`config.mk`:
```
export PLATFORM = sky130hd
export DESIGN_NAME = dct2d_ctrl_flat
export DESIGN_NICKNAME = d
export VERILOG_FILES = /design/src/rtl/dct2d_ctrl_if.sv /design/src/rtl/dct2d_ctrl.sv /design/src/flat_wrapper.sv
export SDC_FILE = /design/constraint.sdc
export NUM_CORES = 1
export LEC_CHECK = 0
export CAP_MARGIN = 20
export CORE_ASPECT_RATIO = 0.5
export CORE_MARGIN = 2
export CORE_UTILIZATION = 40
export DETAILED_ROUTE_END_ITERATION = 8
export PLACE_DENSITY_LB_ADDON = 0.08
export SYNTH_ARGS = -nofsm -noshare
export SYNTH_HDL_FRONTEND = slang
export SYNTH_SLANG_ARGS = --single-unit
```
`constraint.sdc`:
```
create_clock -name clk -period 10.03 [get_ports clk]
set_input_delay 3.009 -clock clk [delete_from_list [all_inputs] [get_ports clk]]
set_output_delay 3.009 -clock clk [all_outputs]
set_load 0.005 [all_outputs]
```
`src/rtl/dct2d_ctrl_if.sv`:
```
// Row-in / column-out stream bundle between the DCT controller and its neighbours.
// master = fetch/quantiser side, slave = dct2d_ctrl.
interface dct2d_ctrl_if;
  logic        in_valid;
  logic        in_ready;
  logic [63:0] in_row;
  logic        out_valid;
  logic        out_ready;
  logic [71:0] out_col;
  logic [2:0]  out_idx;
  logic        out_last;

  modport master (
    output in_valid, in_row, out_ready,
    input  in_ready, out_valid, out_col, out_idx, out_last
  );

  modport slave (
    input  in_valid, in_row, out_ready,
    output in_ready, out_valid, out_col, out_idx, out_last
  );
endinterface

```
`src/rtl/dct2d_ctrl.sv`:
```
// 8x8 2-D DCT sequencer over one shared 1-D datapath; first column 1 cycle after row 8, 16-cycle block minimum.
// Backpressure: in_ready drops for the whole column pass; out_ready low freezes col_cnt so out_col holds.
module dct2d_ctrl #(
  parameter int CNT_W = 16
) (
  input  logic             clk,
  input  logic             rst_n,
  dct2d_ctrl_if.slave      io,
  output logic [63:0]      dct_in,
  input  logic [71:0]      dct_out,
  output logic             busy,
  output logic             blk_done,
  output logic [CNT_W-1:0] blk_cnt
);

  typedef enum logic {
    LOAD = 1'b0,
    COL  = 1'b1
  } state_t;

  state_t      state;
  logic [2:0]  row_cnt;
  logic [2:0]  col_cnt;
  logic        in_ready_q;
  logic        out_valid_q;
  logic        row_hs;
  logic        col_hs;
  logic [63:0] col_gather;
  logic [71:0] row_buf [8];

  assign row_hs = in_ready_q && io.in_valid;
  assign col_hs = out_valid_q && io.out_ready;

  // Column feed: bits [8:1] of each stored lane halve the row coefficient into an 8-bit pixel slot.
  always_comb begin
    col_gather = '0;
    for (int r = 0; r < 8; r++) begin
      col_gather[63 - 8*r -: 8] = row_buf[r][71 - 9*int'(col_cnt) -: 8];
    end
  end

  assign dct_in = (state == COL) ? col_gather : io.in_row;

  assign io.in_ready  = in_ready_q;
  assign io.out_valid = out_valid_q;
  assign io.out_col   = dct_out;
  assign io.out_idx   = col_cnt;
  assign io.out_last  = out_valid_q && (col_cnt == 3'd7);
  assign busy         = (state != LOAD) || (row_cnt != 3'd0);

  // Transpose buffer carries no reset: it is always fully rewritten before a column pass reads it.
  always_ff @(posedge clk) begin
    if (row_hs) begin
      row_buf[row_cnt] <= dct_out;
    end
  end

  always_ff @(posedge clk or negedge rst_n) begin
    if (!rst_n) begin
      state       <= LOAD;
      row_cnt     <= 3'd0;
      col_cnt     <= 3'd0;
      in_ready_q  <= 1'b1;
      out_valid_q <= 1'b0;
      blk_done    <= 1'b0;
      blk_cnt     <= '0;
    end else begin
      blk_done <= 1'b0;
      case (state)
        LOAD: begin
          if (row_hs) begin
            if (row_cnt == 3'd7) begin
              row_cnt     <= 3'd0;
              col_cnt     <= 3'd0;
              state       <= COL;
              in_ready_q  <= 1'b0;
              out_valid_q <= 1'b1;
            end else begin
              row_cnt <= row_cnt + 3'd1;
            end
          end
        end
        COL: begin
          if (col_hs) begin
            if (col_cnt == 3'd7) begin
              col_cnt     <= 3'd0;
              state       <= LOAD;
              in_ready_q  <= 1'b1;
              out_valid_q <= 1'b0;
              blk_done    <= 1'b1;
              blk_cnt     <= blk_cnt + CNT_W'(1);
            end else begin
              col_cnt <= col_cnt + 3'd1;
            end
          end
        end
        default: begin
          state       <= LOAD;
          in_ready_q  <= 1'b1;
          out_valid_q <= 1'b0;
        end
      endcase
    end
  end

endmodule

```
`src/flat_wrapper.sv`:
```
// flat-port wrapper written by rule: the top's interface ports become plain ports
module dct2d_ctrl_flat 
#(
  parameter int CNT_W = 16
)
  (clk, rst_n, dct_in, dct_out, busy, blk_done, blk_cnt, io_in_valid, io_in_row, io_out_ready, io_in_ready, io_out_valid, io_out_col, io_out_idx, io_out_last);
  dct2d_ctrl_if io_i ();
  input  logic clk;
  input  logic rst_n;
  output logic [63:0] dct_in;
  input  logic [71:0] dct_out;
  output logic busy;
  output logic blk_done;
  output logic [CNT_W-1:0] blk_cnt;
  input wire logic [$bits(io_i.in_valid)-1:0] io_in_valid;
  input wire logic [$bits(io_i.in_row)-1:0] io_in_row;
  input wire logic [$bits(io_i.out_ready)-1:0] io_out_ready;
  output wire logic [$bits(io_i.in_ready)-1:0] io_in_ready;
  output wire logic [$bits(io_i.out_valid)-1:0] io_out_valid;
  output wire logic [$bits(io_i.out_col)-1:0] io_out_col;
  output wire logic [$bits(io_i.out_idx)-1:0] io_out_idx;
  output wire logic [$bits(io_i.out_last)-1:0] io_out_last;
  assign io_i.in_valid = io_in_valid;
  assign io_i.in_row = io_in_row;
  assign io_i.out_ready = io_out_ready;
  assign io_in_ready = io_i.in_ready;
  assign io_out_valid = io_i.out_valid;
  assign io_out_col = io_i.out_col;
  assign io_out_idx = io_i.out_idx;
  assign io_out_last = io_i.out_last;
  dct2d_ctrl #(.CNT_W(CNT_W)) u_core (.clk(clk), .rst_n(rst_n), .io(io_i), .dct_in(dct_in), .dct_out(dct_out), .busy(busy), .blk_done(blk_done), .blk_cnt(blk_cnt));
endmodule
```
==> results of run 1 <==
## cell usage in the layout (no fill, tap or decap), types with 10 or more instances in the layout
cell type / synthesis / routed
edfxtp_1: 570 / 570
o221ai_1: 27 / 27
nand2_1: 235 / 234
o211ai_1: 30 / 30
nand3_1: 49 / 49
mux2_2: 77 / 77
mux4_2: 231 / 231
dfrtp_1: 25 / 21
a21oi_1: 132 / 132
o21ai_0: 78 / 78
mux2i_1: 194 / 194
nor3_1: 23 / 18
a221oi_1: 31 / 31
xnor2_1: 10 / 10
clkbuf_1: 66 / 10
o22ai_1: 27 / 27
buf_4: 119 / 56
a211oi_1: 45 / 45
bufinv_16: 0 / 11
nor2b_1: 37 / 37
a31oi_1: 27 / 27
clkbuf_16: 0 / 58
o2bb2ai_1: 10 / 10
a22oi_1: 11 / 11
inv_1: 16 / 14
and2_1: 13 / 13
nor2_1: 117 / 116
clkdlybuf4s50_1: 0 / 299
a222oi_1: 11 / 11
## area by class of cell
class                      count  area (sq um)  share of cell area
antenna                        5         12.51           0.0003221
clock buffer                  68          1489             0.03833
clock inverter                38         509.2             0.01311
inverter                      18         72.57            0.001868
multi-input combinational   1558         14070              0.3621
sequential                   596         17780              0.4577
tap                         1116          1396             0.03594
timing repair buffer         360          3521             0.09063
## kinds of logic (layout without fill, tap and decap cells)
family | after synthesis | in the layout | share of synthesized area
mux | 504 | 504 | 0.2397
xor+xnor | 16 | 16 | 0.004179
other cells | 0 | 5 | 0
buf+inv | 293 | 484 | 0.05277
simple gates | 524 | 524 | 0.06930
flops | 596 | 596 | 0.5299
compound gates | 507 | 507 | 0.1015
fa+ha+maj | 7 | 7 | 0.002612
## critical path, cell delays in order (launching register included)
cell	delay (ns)
dfrtp_4	0.73
inv_1	0.28
ha_4	0.72
buf_4	0.68
mux4_2	0.41
a221oi_1	0.69
a211oi_1	0.29
a2111o_1	0.46
clkdlybuf4s50_1	0.52
## power by group
group	switching [W]	total (W)	internal [W]
Sequential	0	0.00272	0.00272
Clock	0.00103	0.00238	0.00135
Combinational	0.000102	0.000205	0.000103
## flip-flops by register name (all words and copies together) (netlist names)
name and cells:
u_core.state 1, u_core.io.out_idx 3, u_core.blk_cnt 16, u_core.blk_done 1
u_core.io.in_ready 1, u_core.row_buf 570, u_core.io.out_valid 1, u_core.row_cnt 3
## path summary, 6_finish.rpt
kind                                       from                  to  slack (ns)
min                          u_core.blk_cnt[15]  u_core.blk_cnt[15]        0.46
min reg2reg                  u_core.blk_cnt[15]  u_core.blk_cnt[15]        0.46
max reg2reg                u_core.io.out_idx[2]  u_core.blk_cnt[13]        7.11
min in group asynchronous                 rst_n  u_core.blk_cnt[12]        2.74
max                        u_core.io.out_idx[1]          dct_in[26]        1.50
max in group asynchronous                 rst_n  u_core.io.in_ready        6.99
## through the flow
stage | setup TNS, ns | area (sq um) | setup WS, ns | cells | utilization
after floorplan | -99.67 | 33530 | -0.4684 | 2447 | -
after global routing | 0 | 38840 | 1.417 | 3756 | 0.4656
final | 0 | 38850 | 1.500 | 3759 | 0.4657
after CTS | 0 | 38810 | 1.595 | 3753 | 0.4652
after global placement | 0 | 36810 | 2.274 | 3647 | 0.4412
after detailed placement | 0 | 36810 | 2.311 | 3647 | 0.4412
## routing by layer
layer	GRT usage	up-vias	share of wire
li1	-	10048	-
met1	0.5205	13277	0.44
met2	0.4307	1994	0.39
met3	0.09953	229	0.14
met4	0.1013	0	0.035
met5	0	-	0
==> results_dict.tcl, run 1 <==
set metrics [dict create \
    status "complete, no violations" \
    arrival_ns 5.52 \
    route.detailed.drc 0 \
    cts_tree "yes" \
    power.density_nw_per_um2 136.7 \
    synth.area.top_cells "edfxtp_1 (51%), mux4_2 (16%), mux2i_1 (5.8%)" \
    via_per_inst 6.796 \
    synth_cells 2447 \
    cts_sinks 596 \
    die_w_um 413.5 \
    io_buffers 299 \
    min_path_type "flip-flop to flip-flop" \
    crit_type "flip-flop to primary output" \
    yosys.cell_count.top_type "edfxtp_1" \
    cts_buffers 57 \
    core_area_sq_um 83420 \
    finalCritPeriodShare 0.8505 \
    avgSynthCellArea_sq_um 13.70 \
    ctsHoldBuffers 0 \
    grt_pass1_wl_um 197700 \
    first_global_vias 22968 \
    grt_overflow 0 \
    drt_pass1_iterations 7 \
    synth.top_cells.by_count "edfxtp_1 (570), nand2_1 (235), mux4_2 (231), mux2i_1 (194), a21oi_1 (132)" \
    start_kind "flip-flop" \
    hold_viol 0 \
    clk_pin_slew_worst_paths_ns 0.06 \
    layout-drive-gt1-share 0.1854 \
    dp_hpwl_um 105900 \
    grt_util_all_layers 0.3313 \
    synth_ff_type "edfxtp_1" \
    p_total_w 0.005312 \
    whs_ns 0.4643 \
    cp_max_fo 48 \
    fill_cells 7343 \
    required_ns 7.02 \
    die-area_sq_um 86300 \
    clock_skew_ns 0.03438 \
    clk_latency_ns 0.67 \
    cp-end-kind "primary output" \
    ff2ff_path_depth 8 \
    num_rows 75 \
    slew_headroom 0.2513 \
    synth_nets 2594 \
    cts_resized 0 \
    totalWireLength_um 145500 \
    synth_area_leader_cell "edfxtp_1" \
    cts_setup_buffers 0 \
    mappedNetlistArea_sq_um 33530 \
    max_cap_viol_count 0 \
    gp_congestion 1.015 \
    syn2layout_area_growth_pct 15.86 \
    async_flop_share 0.04362 \
    nets 2738 \
    power_leakage_nw 11.98 \
    tightest_slew_ns 1.123 \
    ys_types 73 \
    yosys_warnings 0 \
    ir_drop_v 0.0001306 \
    cts_max_level 2 \
    finalSetupViolCount 0 \
    holdPathStages 1 \
    ioPinCount 300 \
    start_util 0.4019 \
    clockRootBuffer "clkbuf_16" \
    slew_violations 0 \
    seq_area_frac_synth 0.5299 \
    die_h_um 208.7 \
    yosys.area.top_type_share 0.5105 \
    antenna_found_initial 5 \
    period_minus_slack_ns 8.530 \
    ys_ff_latch 596 \
    rsz0062_at_grt "false" \
    drt_iter0_drc 4747 \
    vias 25548 \
    routedWlPerCell_um 38.71 \
    grt_max_degree 136 \
    synth_edf_count 570 \
    max_freq_mhz 117.2 \
    ant_nets 0 \
    max-clock-path-buffers 3 \
]
Note: power is estimated with default switching activity, not from simulation.
==> run 2: changes to the inputs <==
CORE_MARGIN = 5   (was 2)
clock period = 9 ns   (was 10.03 ns; I/O delays follow)
==> results_dict.tcl, run 2 (same netlist as run 1, synthesis figures left out) <==
set metrics [dict create \
    ir_drop_v 0.0001617 \
    finalCritPeriodShare 0.9488 \
    holdPathStages 1 \
    die-area_sq_um 90070 \
    drt_pass1_iterations 6 \
    ioPinCount 300 \
    arrival_ns 5.84 \
    whs_ns 0.4687 \
    grt_util_all_layers 0.3142 \
    finalSetupViolCount 0 \
    via_per_inst 6.697 \
    final_area_sq_um 38920 \
    tightest_slew_ns 1.208 \
    die_w_um 419.5 \
    placed_area_sq_um 36970 \
    largest_reg_flops 570 \
    clockRootBuffer "clkbuf_16" \
    layout_commonest_cell "edfxtp_1" \
    ctsHoldBuffers 0 \
    finalSetupTns_ns 0 \
    clock_skew_ns 0.02288 \
    syn2layout_area_growth_pct 16.08 \
    finish.utilization 0.4665 \
    gp_congestion 0.9587 \
    power.density_nw_per_um2 150.9 \
    ff2ff_path_depth 10 \
    vias 25273 \
    io_buffers 299 \
    period_minus_slack_ns 8.539 \
    cp-end-kind "primary output" \
    antenna_found_initial 7 \
    dpl.cell_count 3662 \
    cp_max_fo 48 \
    final_cell_mix "edfxtp_1 (570), clkdlybuf4s50_1 (299), nand2_1 (235)" \
    core_area_sq_um 83420 \
    required_ns 6.30 \
    dp_hpwl_um 104600 \
    clk_pin_slew_worst_paths_ns 0.07 \
    hold_viol 0 \
    cts_setup_buffers 0 \
    route.detailed.drc 0 \
    max_cap_viol_count 0 \
    die_h_um 214.7 \
    grt_pass1_wl_um 197800 \
    cts_tree "yes" \
    grt_max_degree 122 \
    num_rows 75 \
    start_util 0.4019 \
    slew_headroom 0.1887 \
    rsz0062_at_grt "false" \
    top_register "u_core.row_buf" \
    routedWlPerCell_um 38.50 \
    clk_latency_ns 0.66 \
    crit_type "flip-flop to primary output" \
    cts_resized 0 \
    status "complete, no violations" \
    totalWireLength_um 145300 \
    layout-drive-gt1-share 0.1899 \
    drt_iter0_drc 4554 \
    cts_sinks 596 \
    ant_nets 0 \
    min_path_type "flip-flop to flip-flop" \
    power_leakage_nw 12.05 \
    grt_overflow 0 \
    finalNonFillerCells 3774 \
    cts_max_level 2 \
    first_global_vias 23492 \
    max_freq_mhz 117.1 \
    largestRegisters "u_core.row_buf (570), u_core.blk_cnt (16)" \
    max-clock-path-buffers 3 \
    cts_buffers 58 \
    nets 2753 \
    slew_violations 0 \
    start_kind "flip-flop" \
]
[run 2: worst paths after layout]
check                                     endpoint  slack, ns                  from
worst max-delay path                    dct_in[33]       0.46  u_core.io.out_idx[1]
worst min-delay path            u_core.blk_cnt[15]       0.47    u_core.blk_cnt[15]
worst max register to register  u_core.blk_cnt[13]       5.51  u_core.io.out_idx[0]
worst min register to register  u_core.blk_cnt[15]       0.47    u_core.blk_cnt[15]
max in group asynchronous       u_core.io.in_ready       6.29                 rst_n
min in group asynchronous        u_core.blk_cnt[7]       2.41                 rst_n
[run 2: through the flow]
step	total power (W)	worst slack, ns
after CTS	0.005905	0.8228
final	0.005874	0.4606
after detailed placement	0.003333	1.569
after global routing	0.006022	0.6588
after floorplan	0.003141	-1.189
after global placement	0.003333	1.443
[run 2: power breakdown]
part	internal [W]	total (W)	switching [W]	leakage, nW
registers	0.00303	0.00303	0	5.46
logic	0.000115	0.000236	0.000121	5.64
clock network	0.00141	0.00260	0.00119	0.951
[run 2: area by class of cell]
class | count | area [sq um]
fill | 7355 | 44500
tap | 1116 | 1396
clock buffer | 65 | 1499
multi-input combinational | 1558 | 14060
sequential | 596 | 17780
clock inverter | 43 | 444.2
inverter | 18 | 72.57
timing repair buffer | 374 | 3656
antenna | 4 | 10.01
[run 2: worst max-delay path: stages, from the launching register on]
cell and delay (ns):
dfrtp_4 0.59, inv_1 0.37, ha_4 0.42, buf_4 0.39, nor2b_1 0.30, nand2_1 0.55, o21ai_0 0.19, a311oi_1 0.92
o311ai_0 0.58, o2bb2ai_1 0.26, clkdlybuf4s50_1 0.52
[run 2: per-layer routing]
metal  GRT usage  wire length, um  vias to the layer above
li1            -                -                    10095
met1      0.4717            61680                    13093
met2      0.4299            59420                     1848
met3      0.1082            19560                      233
met4     0.08817             4600                        4
met5           0               24                        -
